## config.mk

```make
export PLATFORM = sky130hd
export DESIGN_NAME = gf_serial_mult4
export DESIGN_NICKNAME = d
export VERILOG_FILES = /design/src/rtl/gf_serial_mult4.sv
export SDC_FILE = /design/constraint.sdc
export NUM_CORES = 1
export LEC_CHECK = 0
export ABC_AREA = 1
export CAP_MARGIN = 20
export CORE_AREA = 2 2 43 84
export CTS_CLUSTER_DIAMETER = 80
export CTS_CLUSTER_SIZE = 10
export DETAILED_ROUTE_END_ITERATION = 7
export DIE_AREA = 0 0 45 86
export HOLD_SLACK_MARGIN = 0.05
export PLACE_DENSITY_LB_ADDON = 0.05
export SYNTH_ARGS = -nofsm -noshare
export SYNTH_HDL_FRONTEND = slang
export SYNTH_SLANG_ARGS = --single-unit
```

## constraint.sdc

```tcl
create_clock -name clk -period 3.12 [get_ports clk]
set_input_delay 0.312 -clock clk [delete_from_list [all_inputs] [get_ports clk]]
set_output_delay 0.312 -clock clk [all_outputs]
set_load 0.005 [all_outputs]
```

## src/rtl/gf_serial_mult4.sv

```systemverilog
// Bit-serial GF(2^m) multiplier (m = 2..W) using MSB-first Horner reduction.
// One product per start/busy/done transaction; all outputs are registered.
module gf_serial_mult4 #(
  parameter int W  = 4,
  parameter int MW = 3
) (
  input  logic          clk,
  input  logic          rst,
  input  logic          start,
  input  logic [MW-1:0] m,
  input  logic [W:0]    prim_poly,
  input  logic [W-1:0]  a,
  input  logic [W-1:0]  b,
  output logic          busy,
  output logic          done,
  output logic [W-1:0]  product,
  output logic          err
);

  localparam int CW = $clog2(W);

  localparam logic [1:0] IDLE = 2'd0;
  localparam logic [1:0] CALC = 2'd1;
  localparam logic [1:0] DONE = 2'd2;

  logic [1:0]    state;
  logic [MW-1:0] m_r;
  logic [W-1:0]  poly_r;
  logic [W-1:0]  a_r;
  logic [W-1:0]  b_r;
  logic [W-1:0]  acc;
  logic [CW-1:0] cnt;
  logic [W-1:0]  acc_nxt;

  // Mask of the m low-order bits; the shift wraps cleanly for m == W.
  function automatic logic [W-1:0] mask_of(input logic [MW-1:0] fm);
    logic [W:0] one_hot;
    one_hot = (W+1)'(1) << fm;
    return one_hot[W-1:0] - W'(1);
  endfunction

  function automatic logic field_ok(input logic [MW-1:0] fm, input logic [W:0] poly,
                                    input logic [W-1:0] fa, input logic [W-1:0] fb);
    logic [W-1:0] mk;
    logic         ok;
    mk = mask_of(fm);
    ok = (fm >= MW'(2)) && (fm <= MW'(W));
    if (ok) begin
      ok = poly[fm] && poly[0] && ((poly >> (fm + MW'(1))) == '0) &&
           ((fa & ~mk) == '0) && ((fb & ~mk) == '0);
    end
    return ok;
  endfunction

  // One Horner step: multiply accumulator by x, reduce, then add a if this b bit is set.
  function automatic logic [W-1:0] horner_step(input logic [W-1:0] acc_v, input logic [W-1:0] mk,
                                               input logic [W-1:0] poly_lo, input logic [W-1:0] fa,
                                               input logic msb, input logic bit_b);
    logic [W-1:0] xt;
    xt = ((acc_v << 1) & mk) ^ (msb ? (poly_lo & mk) : '0);
    return xt ^ (bit_b ? fa : '0);
  endfunction

  always_comb begin
    acc_nxt = horner_step(acc, mask_of(m_r), poly_r, a_r, acc[m_r - MW'(1)], b_r[cnt]);
  end

  always_ff @(posedge clk) begin
    if (rst) begin
      state   <= IDLE;
      busy    <= 1'b0;
      done    <= 1'b0;
      product <= '0;
      err     <= 1'b0;
      acc     <= '0;
      cnt     <= '0;
      m_r     <= '0;
      poly_r  <= '0;
      a_r     <= '0;
      b_r     <= '0;
    end else begin
      case (state)
        IDLE: begin
          done <= 1'b0;
          if (start) begin
            m_r     <= m;
            poly_r  <= prim_poly[W-1:0];
            a_r     <= a;
            b_r     <= b;
            acc     <= '0;
            product <= '0;
            if (field_ok(m, prim_poly, a, b)) begin
              cnt   <= CW'(m - MW'(1));
              busy  <= 1'b1;
              err   <= 1'b0;
              state <= CALC;
            end else begin
              err   <= 1'b1;
              done  <= 1'b1;
              state <= DONE;
            end
          end
        end
        CALC: begin
          acc <= acc_nxt;
          if (cnt == '0) begin
            product <= acc_nxt;
            err     <= 1'b0;
            busy    <= 1'b0;
            done    <= 1'b1;
            state   <= DONE;
          end else begin
            cnt <= cnt - CW'(1);
          end
        end
        DONE: begin
          done  <= 1'b0;
          state <= IDLE;
        end
        default: begin
          busy  <= 1'b0;
          done  <= 1'b0;
          state <= IDLE;
        end
      endcase
    end
  end

endmodule

```

==> key figures, run 1 <==
Synth
  • Synth Flop Type: dfxtp_1
  • Avg Cell Area, Syn: 6.636 um^2
  • Biggest area consumer among synthesized cells: dfxtp_1
  • Synthesized flop and latch total: 30
  • Synth top area cells: dfxtp_1 34%, nand2_1 13%, ha_1 7.7%, nor2_1 6.9%, a21oi_1 5.9%
  • Register area share after synthesis: 33.52%
  • Yosys warns: 0
  • Syn Inst Count: 270
  • Post-Syn Area: 1792 um^2
  • Share of the synthesized area in the top cell type: 33.52%
  • FFs w/ async S/R, synth: 0%
  • Post-synth EDFFs: 0
  • Syn Nets: 300
  • Post-synth cell types: 28
  • Most instantiated library cell after synthesis: nand2_1
  • Commonest cells post-synth: 60 x nand2_1, 33 x nor2_1, 30 x dfxtp_1

Clock tree
  • Clk_lat worst skew: 0.28 ns
  • Hold buffer count at cts: 0
  • H-Tree Depth: 2
  • Clock Path Buffers: 2
  • Clock root cell: clkbuf_8
  • Clock sinks: 30
  • Post-CTS Setup Repair Bufs: 0
  • Reg clk slew, reported paths: 0.06 ns
  • Total CTS buffers: 5
  • CTS tree: yes
  • PostCTS Resize Cnt: 0

Route
  • Drt first pass iters: 4
  • Routed wire length: 4.260 mm
  • Via count: 1782
  • Residual DRC: 0
  • Avg WL per Cell: 12.99 um
  • Post-route antenna net violation count: 0
  • DRT iter0 DRCs: 42
  • Vias/cell: 5.433

STA
  • Setup_tns: 0 ns
  • Max-slew violations: 0
  • Final hold violations: 0
  • Setup ws final: 0.8301 ns
  • Max Freq: 0.4367 GHz
  • Period utilisation layout: 73.39%
  • Finish-stage setup viols: 0
  • Unrepaired setup endpoints after global routing: no
  • Worst-Margin Slew: 0.6485 ns
  • Slew HR: 56.72%
  • Final min period: 2.290 ns
  • Skew final: 0.006411 ns

Worst hold path
  • Hold Path Stages: 2
  • Hold Path Sink: err$_SDFFE_PP0P_
  • Hold crit path type: reg2reg
  • Min-delay src: err$_SDFFE_PP0P_

Final layout
  • # diodes: 0
  • Total Nets Final: 327
  • Area grow syn2layout: 21.37%
  • Final core occ: 68.10%
  • Filler cell count: 299
  • Share of cells above drive strength 1: 9.091%

Floorplanning
  • IO Count: 26
  • Die width: 45 um
  • Core Rows: 29
  • Starting density of the core: 56.11%
  • Core area: 3193 um^2
  • Full die area: 3870 um^2
  • Die height: 86 um

Placement
  • DP Worst Slack: 0.5862 ns
  • RePlAce Congestion: 0.8959
  • Port Buffer Count: 25
  • HPWL after detailed placement: 3.329 mm

Flow run
  • Max-cap violations: 0

Global routing
  • Initial antenna violation count: 0
  • Total GRT Usage: 24.43%
  • Largest net degree at the start of global routing: 25
  • First-pass GRT wire length: 7.072 mm
  • Global route overflow: 0
  • Number of global-route vias before repair: 1701

Setup path
  • Most common cell on crit path: nand2_1
  • Critical Path Max Stage Delay: 0.66 ns
  • CP required: 3.29 ns
  • Worst r2r dst: acc[1]$_SDFFE_PP0P_
  • Critical-path top delay cell: clkdlybuf4s50_1
  • Startpoint type of the worst setup path: input pin
  • CP delay by family, top: simple AND/OR/NAND/NOR gates
  • Worst-path maximum fanout: 8
  • CP Data Arrival Time: 2.46 ns
  • Reg2reg start: m_r[0]$_SDFFE_PP0P_
  • Kind of critical path: in2reg
  • Crit path depth: 14
  • WP buf/inv: 2
  • Worst Setup SP: m[0]
  • Crit path cell chain: clkdlybuf4s50_1 > inv_2 > ha_1 > nand2_2 > ha_1 > o21ai_0 > and2_1 > nand3_1 > nor2_2 > nand2_1 > nand2_1 > nand2_1 > nand3_1 > nand2_1
  • Reg-to-reg slack, setup: 1.24 ns
  • CP Capture Type: flop
  • Register-to-Register Path Depth: 11

Power and ir drop
  • PwrDens: 475.8 nW/um^2
  • Tot Pwr: 1.035 mW
  • Worst vdd ir: 0.0004474 V
  • Leakage power: 0.9399 nW

Status
  • Run status: finished, final reports clean
-- kinds of logic (layout without fill, tap and decap cells) --
group | after synthesis | after routing | synth area share, %
compound gates | 58 | 58 | 17.25
xor+xnor | 1 | 1 | 0.4889
fa+ha+maj | 11 | 11 | 7.681
buf+inv | 39 | 66 | 8.519
flops | 30 | 30 | 33.52
simple gates | 131 | 131 | 32.54
-- tightest hold or removal path, cell delays in order, from the launching register on --
cell	delay, ns
dfxtp_1	0.31
nand2_1	0.06
a21oi_1	0.05
-- per-layer routing --
metal / vias to the layer above / part of all wire, % / GRT usage, %
met5: - / 0 / 0
met4: 0 / 4.7 / 15.51
met3: 16 / 2.7 / 3.368
met2: 39 / 53 / 42.34
met1: 795 / 39 / 25.92
li1: 932 / - / -
-- placed cells by master, fill, tap and decap left out --
cell type / instances
a21boi_0: 1
nand2_2: 1
o21ai_0: 14
and2_1: 1
inv_2: 9
or2_0: 1
o21bai_1: 2
nor2_1: 33
ha_1: 11
dfxtp_1: 30
clkbuf_8: 6
buf_4: 1
xnor2_1: 1
o22ai_1: 2
nor2_4: 3
clkdlybuf4s50_1: 25
nor2_2: 3
nand3_1: 21
nand4_1: 4
inv_1: 23
nand3_2: 1
o21ai_2: 1
bufinv_16: 1
nand3b_1: 3
inv_4: 1
a21boi_1: 1
o21ai_1: 15
nand2_1: 60
a21oi_1: 21
o21a_1: 1
-- flip-flops by register name, summed over array words and instances, names as in the netlist --
signal / count
a_r: 4
acc: 4
b_r: 4
poly_r: 4
product: 4
m_r: 3
cnt: 2
state: 2
busy: 1
done: 1
err: 1
-- metrics by stage --
step                cells  cell area, um^2  hold WS [ns]
floorplan             270             1792        0.4302
global placement      321             2062        0.4474
detailed placement    321             2062        0.4526
CTS                   328             2175        0.4596
global route          328             2175        0.4909
finish                328             2175        0.4638
-- power by group --
part           total (mW)  internal, mW  leakage [nW]  switching [mW]
Clock               0.393         0.255        0.0573           0.138
Sequential          0.430         0.411         0.247          0.0186
Combinational       0.212        0.0891         0.636           0.123
Total                1.03         0.755         0.940           0.280
-- how the worst max path moves through the flow --
stage | to | slack (ns)
2_1_floorplan | cnt[1]$_SDFFE_PP0P_ | 1.45
3_3_place_gp | done$_SDFFE_PP0P_ | 0.66
5_1_grt | done$_SDFFE_PP0P_ | 0.67
6_report | busy$_SDFFE_PP0P_ | 0.83
3_5_place_dp | busy$_SDFFE_PP0P_ | 0.59
4_1_cts | busy$_SDFFE_PP0P_ | 0.87
-- layout make-up --
class	count	area, um^2	share of cell area (%)
Inverter	33	126.4	5.811
Clock buffer	6	82.58	3.797
Timing Repair Buffer	26	257.7	11.85
Tap cell	31	38.79	1.784
Multi-Input combinational cell	201	1039	47.76
Sequential cell	30	600.6	27.62
Clock inverter	1	30.03	1.381
Power figures use the tool's default switching activity.
==> inputs of run 2 (changes only) <==
Settings changed: CORE_AREA 2 2 43 84 to 2 2 46 91, DIE_AREA 0 0 45 86 to 0 0 48 93.
Clock period 3.12 ns to 2.03 ns, I/O delays scaled along.
==> key figures, run 2 (synthesis results as in run 1) <==
Status
  • Run status: finished, final reports clean (unchanged)

Floorplanning
  • Die height: 93 um (was 86 um)
  • Full die area: 4464 um^2 (was 3870 um^2)
  • Core area: 3804 um^2 (was 3193 um^2)
  • Core Rows: 32 (was 29)
  • Die width: 48 um (was 45 um)
  • Starting density of the core: 47.11% (was 56.11%)
  • IO Count: 26 (unchanged)

Setup path
  • Most common cell on crit path: nand2_1 (unchanged)
  • Worst-path maximum fanout: 6 (was 8)
  • Startpoint type of the worst setup path: input pin (unchanged)
  • WP buf/inv: 2 (unchanged)
  • Critical Path Max Stage Delay: 0.43 ns (was 0.66 ns)
  • Kind of critical path: in2reg (unchanged)
  • Crit path cell chain: clkdlybuf4s50_1 > buf_4 > ha_1 > ha_1 > o21ai_1 > nand3_1 > nor2_4 > nand3_2 > nand2_1 > nand2_1 > nand2_1 > nor2_1 (was clkdlybuf4s50_1 > inv_2 > ha_1 > nand2_2 > ha_1 > o21ai_0 > and2_1 > nand3_1 > nor2_2 > nand2_1 > nand2_1 > nand2_1 > nand3_1 > nand2_1)
  • CP Data Arrival Time: 2.05 ns (was 2.46 ns)
  • CP required: 2.19 ns (was 3.29 ns)
  • CP delay by family, top: simple AND/OR/NAND/NOR gates (unchanged)
  • Critical-path top delay cell: clkdlybuf4s50_1 (unchanged)
  • CP Capture Type: flop (unchanged)

Clock tree
  • Hold buffer count at cts: 0 (unchanged)
  • CTS tree: yes (unchanged)
  • H-Tree Depth: 2 (unchanged)
  • Total CTS buffers: 5 (unchanged)
  • Clock root cell: clkbuf_8 (unchanged)
  • Clock sinks: 30 (unchanged)
  • Clk_lat worst skew: 0.27 ns (was 0.28 ns)
  • Clock Path Buffers: 2 (unchanged)
  • Post-CTS Setup Repair Bufs: 0 (unchanged)
  • PostCTS Resize Cnt: 0 (unchanged)
  • Reg clk slew, reported paths: 0.06 ns (about the same)

Placement
  • DP Worst Slack: -0.2768 ns (was 0.5862 ns)
  • Port Buffer Count: 25 (unchanged)
  • Placed cells: 356 (was 321)
  • HPWL after detailed placement: 3.571 mm (was 3.329 mm)
  • RePlAce Congestion: 0.8655 (was 0.8959)

STA
  • Final min period: 1.884 ns
  • Unrepaired setup endpoints after global routing: yes (was no)
  • Slew HR: 57.09% (was 56.72%)
  • Skew final: 0.009235 ns (was 0.006411 ns)
  • Setup ws final: 0.1458 ns (was 0.8301 ns)
  • Final hold violations: 0 (unchanged)
  • Worst-Margin Slew: 0.6429 ns (was 0.6485 ns)
  • Max Freq: 0.5307 GHz
  • Period utilisation layout: 92.82%
  • Max-slew violations: 0 (unchanged)
  • Finish-stage setup viols: 0 (unchanged)

Final layout
  • Most common cell after layout, fill and taps aside: nand2_1 (unchanged)
  • Filler cell count: 395 (was 299)
  • Area grow syn2layout: 29.75% (was 21.37%)
  • Non-filler cells in the finished layout: 363 (was 328)
  • Share of cells above drive strength 1: 14.10% (was 9.091%)
  • Total Nets Final: 342 (was 327)
  • Commonest non-fill, non-tap cells in the layout: 59 x nand2_1, 32 x nor2_1, 30 x dfxtp_1, 24 x clkdlybuf4s50_1, 23 x inv_1 (was 60 x nand2_1, 33 x nor2_1, 30 x dfxtp_1, 25 x clkdlybuf4s50_1, 23 x inv_1)
  • # diodes: 0 (unchanged)

Global routing
  • Total GRT Usage: 23.32% (was 24.43%)
  • Number of global-route vias before repair: 1861 (was 1701)
  • Largest net degree at the start of global routing: 25 (unchanged)
  • Global route overflow: 0 (unchanged)
  • Initial antenna violation count: 0 (unchanged)
  • First-pass GRT wire length: 7.576 mm (was 7.072 mm)

Power and ir drop
  • Leakage power: 1.022 nW (was 0.9399 nW)
  • Tot Pwr: 1.624 mW (was 1.035 mW)
  • Worst vdd ir: 0.0004872 V (was 0.0004474 V)
  • PwrDens: 698.6 nW/um^2 (was 475.8 nW/um^2)

Route
  • DRT iter0 DRCs: 25 (was 42)
  • Drt first pass iters: 4 (unchanged)
  • Residual DRC: 0 (unchanged)
  • Vias/cell: 4.945 (was 5.433)
  • Via count: 1795 (was 1782)
  • Avg WL per Cell: 12.28 um (was 12.99 um)
  • Routed wire length: 4.456 mm (was 4.260 mm)
  • Post-route antenna net violation count: 0 (unchanged)

Flow run
  • Max-cap violations: 0 (unchanged)

Worst hold path
  • Hold crit path type: in2reg (was reg2reg)
-- run 2: cell count changes in the layout (fill, tap and decap cells not counted) --
cell / previous run / this run
nand2_2: 1 / 2
nor2_1: 33 / 32
nor2_4: 3 / 4
dlymetal6s2s_1: 0 / 1
buf_4: 1 / 16
clkdlybuf4s50_1: 25 / 24
nand2_1: 60 / 59
-- run 2: worst paths after layout --
path              slack [ns]                start  depth (start not counted)                       to
setup / recovery        0.15                 m[1]                         12      cnt[1]$_SDFFE_PP0P_
setup reg to reg        0.19  m_r[0]$_SDFFE_PP0P_                         12  product[2]$_SDFFE_PP0P_
hold reg to reg         0.45  a_r[3]$_SDFFE_PP0P_                          2      a_r[3]$_SDFFE_PP0P_
hold / removal          0.42                 m[0]                          4      m_r[0]$_SDFFE_PP0P_
-- run 2: cell type report --
class	instances	area (um^2)	share of cell area, %
repair buffers	41	372.9	16.04
clock inverters	1	30.03	1.292
well taps	51	63.81	2.745
clock buffers	6	82.58	3.552
inverters	33	126.4	5.436
flip-flops and latches	30	600.6	25.83
multi-input cells	201	1049	45.10
-- run 2: metrics by stage --
step           cell area, um^2  TNS [ns]  hold WS, ns  util [%]
6_report                  2325         0       0.4197     61.12
5_1_grt                   2325  -0.01482       0.4639     61.12
4_1_cts                   2312         0       0.4552     60.79
3_5_place_dp              2200    -1.679       0.4497     57.83
3_3_place_gp              2200    -1.598       0.4438     57.83
2_1_floorplan             1792         0       0.3379         -
-- run 2: layer usage --
metal / global-route usage (%) / part of all wire, % / vias up
met5: 0 / 0 / -
met2: 44.56 / 57 / 20
met4: 9.234 / 2.3 / 0
li1: - / - / 963
met3: 2.703 / 1.4 / 8
met1: 22.53 / 40 / 804
-- run 2: worst register-to-register path, cell delays in order, from the launching register on --
cell and delay (ns):
dfxtp_1 0.44, inv_2 0.09, ha_1 0.21, nand2_1 0.09, ha_1 0.16, inv_1 0.04, nand2_1 0.07, nand3_1 0.12
o22ai_1 0.19, nand2_1 0.07, nand2_1 0.06, nand3_1 0.09, a21oi_1 0.14
-- run 2: report_power, final --
part / switching (mW) / leakage [nW] / internal, mW
clock: 0.212 / 0.0573 / 0.392
sequential: 0.0273 / 0.247 / 0.632
combinational: 0.200 / 0.718 / 0.162
total: 0.439 / 1.02 / 1.19
==> inputs of run 3 (changes only) <==
Settings changed: CORE_AREA 2 2 46 91 to 2 2 44 87, DIE_AREA 0 0 48 93 to 0 0 46 89.
Clock period 2.03 ns to 1.9 ns, I/O delays scaled along.
==> key figures, run 3 (synthesis results as in run 1) <==
Power and ir drop
  • Tot Pwr: 1.740 mW (was 1.624 mW)
  • Switching Fraction: 26.91% (was 27.01%)
  • Combinational Power Share: 22.6% (was 22.3%)
  • Net Switching: 0.4682 mW (was 0.4386 mW)
  • Worst vdd ir: 0.0006314 V (was 0.0004872 V)
  • Cell Int Power: 1.272 mW (was 1.185 mW)
  • Leakage power: 1.054 nW (was 1.022 nW)
  • Clock share of power: 36.9% (was 37.2%)
  • Sequential power share: 40.5% (was 40.6%)
  • PwrDens: 740.9 nW/um^2 (was 698.6 nW/um^2)

Setup path
  • Worst-path maximum fanout: 6 (unchanged)
  • Worst r2r dst: product[2]$_SDFFE_PP0P_ (unchanged)
  • CP Capture Type: flop (unchanged)
  • Reg2reg start: m_r[0]$_SDFFE_PP0P_ (unchanged)
  • Worst Setup SP: m[2] (was m[1])
  • Reg-to-reg slack, setup: 0.18 ns (was 0.19 ns)
  • CP required: 2.07 ns (was 2.19 ns)
  • Kind of critical path: in2reg (unchanged)
  • Startpoint type of the worst setup path: input pin (unchanged)
  • CP Data Arrival Time: 1.95 ns (was 2.05 ns)
  • Register-to-Register Path Depth: 12 (unchanged)

Final layout
  • Total Nets Final: 348 (was 342)
  • Non-filler cells in the finished layout: 350 (was 363)
  • Final core occ: 69.52% (was 61.12%)
  • Share of cells above drive strength 1: 16.04% (was 14.10%)
  • Area grow syn2layout: 31.08% (was 29.75%)
  • # diodes: 0 (unchanged)
  • Commonest non-fill, non-tap cells in the layout: 60 x nand2_1, 32 x nor2_1, 29 x dfxtp_1, 23 x inv_1, 23 x clkdlybuf4s50_1 (was 59 x nand2_1, 32 x nor2_1, 30 x dfxtp_1, 24 x clkdlybuf4s50_1, 23 x inv_1)
  • Most common cell after layout, fill and taps aside: nand2_1 (unchanged)

Floorplanning
  • Die height: 89 um (was 93 um)
  • Core Rows: 30 (was 32)
  • Die width: 46 um (was 48 um)
  • IO Count: 26 (unchanged)
  • Core area: 3378 um^2 (was 3804 um^2)
  • Starting density of the core: 53.04% (was 47.11%)
  • Full die area: 4094 um^2 (was 4464 um^2)

Route
  • Avg WL per Cell: 12.73 um (was 12.28 um)
  • Routed wire length: 4.454 mm (was 4.456 mm)
  • Drt first pass iters: 4 (unchanged)
  • DRT iter0 DRCs: 55 (was 25)
  • Residual DRC: 0 (unchanged)
  • Via count: 1834 (was 1795)
  • Post-route antenna net violation count: 0 (unchanged)
  • Vias/cell: 5.240 (was 4.945)

Status
  • Run status: finished, final reports clean (unchanged)

Worst hold path
  • Hold Path Stages: 4 (unchanged)
  • Hold Path Sink: m_r[1]$_SDFFE_PP0P_ (was m_r[0]$_SDFFE_PP0P_)
  • Hold crit path type: in2reg (unchanged)
  • Min-delay src: m[1] (was m[0])

STA
  • Max Freq: 0.5603 GHz
  • Max-slew violations: 0 (unchanged)
  • Worst-Margin Slew: 0.2724 ns (was 0.6429 ns)
  • Period utilisation layout: 93.93%
  • Slew HR: 81.79% (was 57.09%)
  • Skew final: 0.007401 ns (was 0.009235 ns)
  • Setup_tns: 0 ns (unchanged)
  • Final min period: 1.785 ns
  • Final hold violations: 0 (unchanged)
  • Hold WS: 0.3436 ns (was 0.4197 ns)
  • Finish-stage setup viols: 0 (unchanged)
  • Unrepaired setup endpoints after global routing: no (was yes)

Clock tree
  • Clk_lat worst skew: 0.28 ns (was 0.27 ns)
  • CTS tree: yes (unchanged)
  • H-Tree Depth: 2 (unchanged)
  • Clock root cell: clkbuf_8 (unchanged)
  • Clock sinks: 30 (unchanged)
  • Total CTS buffers: 5 (unchanged)
  • Clock Path Buffers: 2 (unchanged)
  • Hold buffer count at cts: 0 (unchanged)
  • Reg clk slew, reported paths: 0.06 ns (about the same)

Placement
  • Port Buffer Count: 25 (unchanged)
  • RePlAce Congestion: 0.8959 (was 0.8655)
  • HPWL after detailed placement: 3.512 mm (was 3.571 mm)
  • Placed cells: 342 (was 356)

Global routing
  • First-pass GRT wire length: 7.189 mm (was 7.576 mm)
  • Initial antenna violation count: 0 (unchanged)
  • Total GRT Usage: 24.34% (was 23.32%)
  • Largest net degree at the start of global routing: 25 (unchanged)
  • Number of global-route vias before repair: 1715 (was 1861)
  • Global route overflow: 0 (unchanged)

Flow run
  • Max-cap violations: 0 (unchanged)
## run 3: area by class of cell
type,instances,area [um^2]
tap,32,40.04
clock inverter,1,30.03
multi-input combinational,201,1051
clock buffer,6,82.58
inverter,33,126.4
fill,321,1030
timing repair buffer,47,416.7
sequential,30,601.8
## run 3: critical path, cell delays in order
cell and delay (ns):
clkdlybuf4s50_1 0.43, inv_2 0.13, nand2_2 0.07, ha_1 0.28, o21ai_0 0.07, and2_1 0.16
nand3_2 0.09, nor2_4 0.17, nand3_2 0.12, nand2_1 0.11, nand2_1 0.05, nand2_1 0.05
nor2_1 0.03
## run 3: per-stage QoR
stage	setup WS, ns	cell area (um^2)
after floorplan	0.2858	1792
after global placement	-0.3292	2213
after detailed placement	-0.3638	2213
after CTS	0.01296	2332
after global routing	0.02084	2349
final	0.1152	2349
## run 3: how the worst max path moves through the flow
stage / end / cells past startpoint
after floorplan: acc[1]$_SDFFE_PP0P_ / 11
after global placement: cnt[1]$_SDFFE_PP0P_ / 14
after detailed placement: cnt[1]$_SDFFE_PP0P_ / 14
after CTS: busy$_SDFFE_PP0P_ / 14
after global routing: product[1]$_SDFFE_PP0P_ / 11
final: cnt[1]$_SDFFE_PP0P_ / 13
## run 3: routing by layer
metal	GRT usage [%]	up-vias	part of all wire (%)
li1	-	976	-
met1	24.47	820	39
met2	44.82	28	57
met4	12.99	0	2.7
met5	0	-	0
met3	3.636	10	1.8
## run 3: timing repair
action	in CTS	in global routing
setup buffers	0	1
gates resized for setup	3	3
pin swaps	0	1
setup endpoints to repair	6	11
## run 3: power by group through the flow
stage | logic [mW] | clock network (mW) | registers (mW)
after global placement | 0.382 | 0 | 0.719
after CTS | 0.393 | 0.654 | 0.706
after global routing | 0.442 | 0.682 | 0.711
after floorplan | 0.225 | 0 | 0.713
final | 0.393 | 0.641 | 0.705
after detailed placement | 0.388 | 0 | 0.719
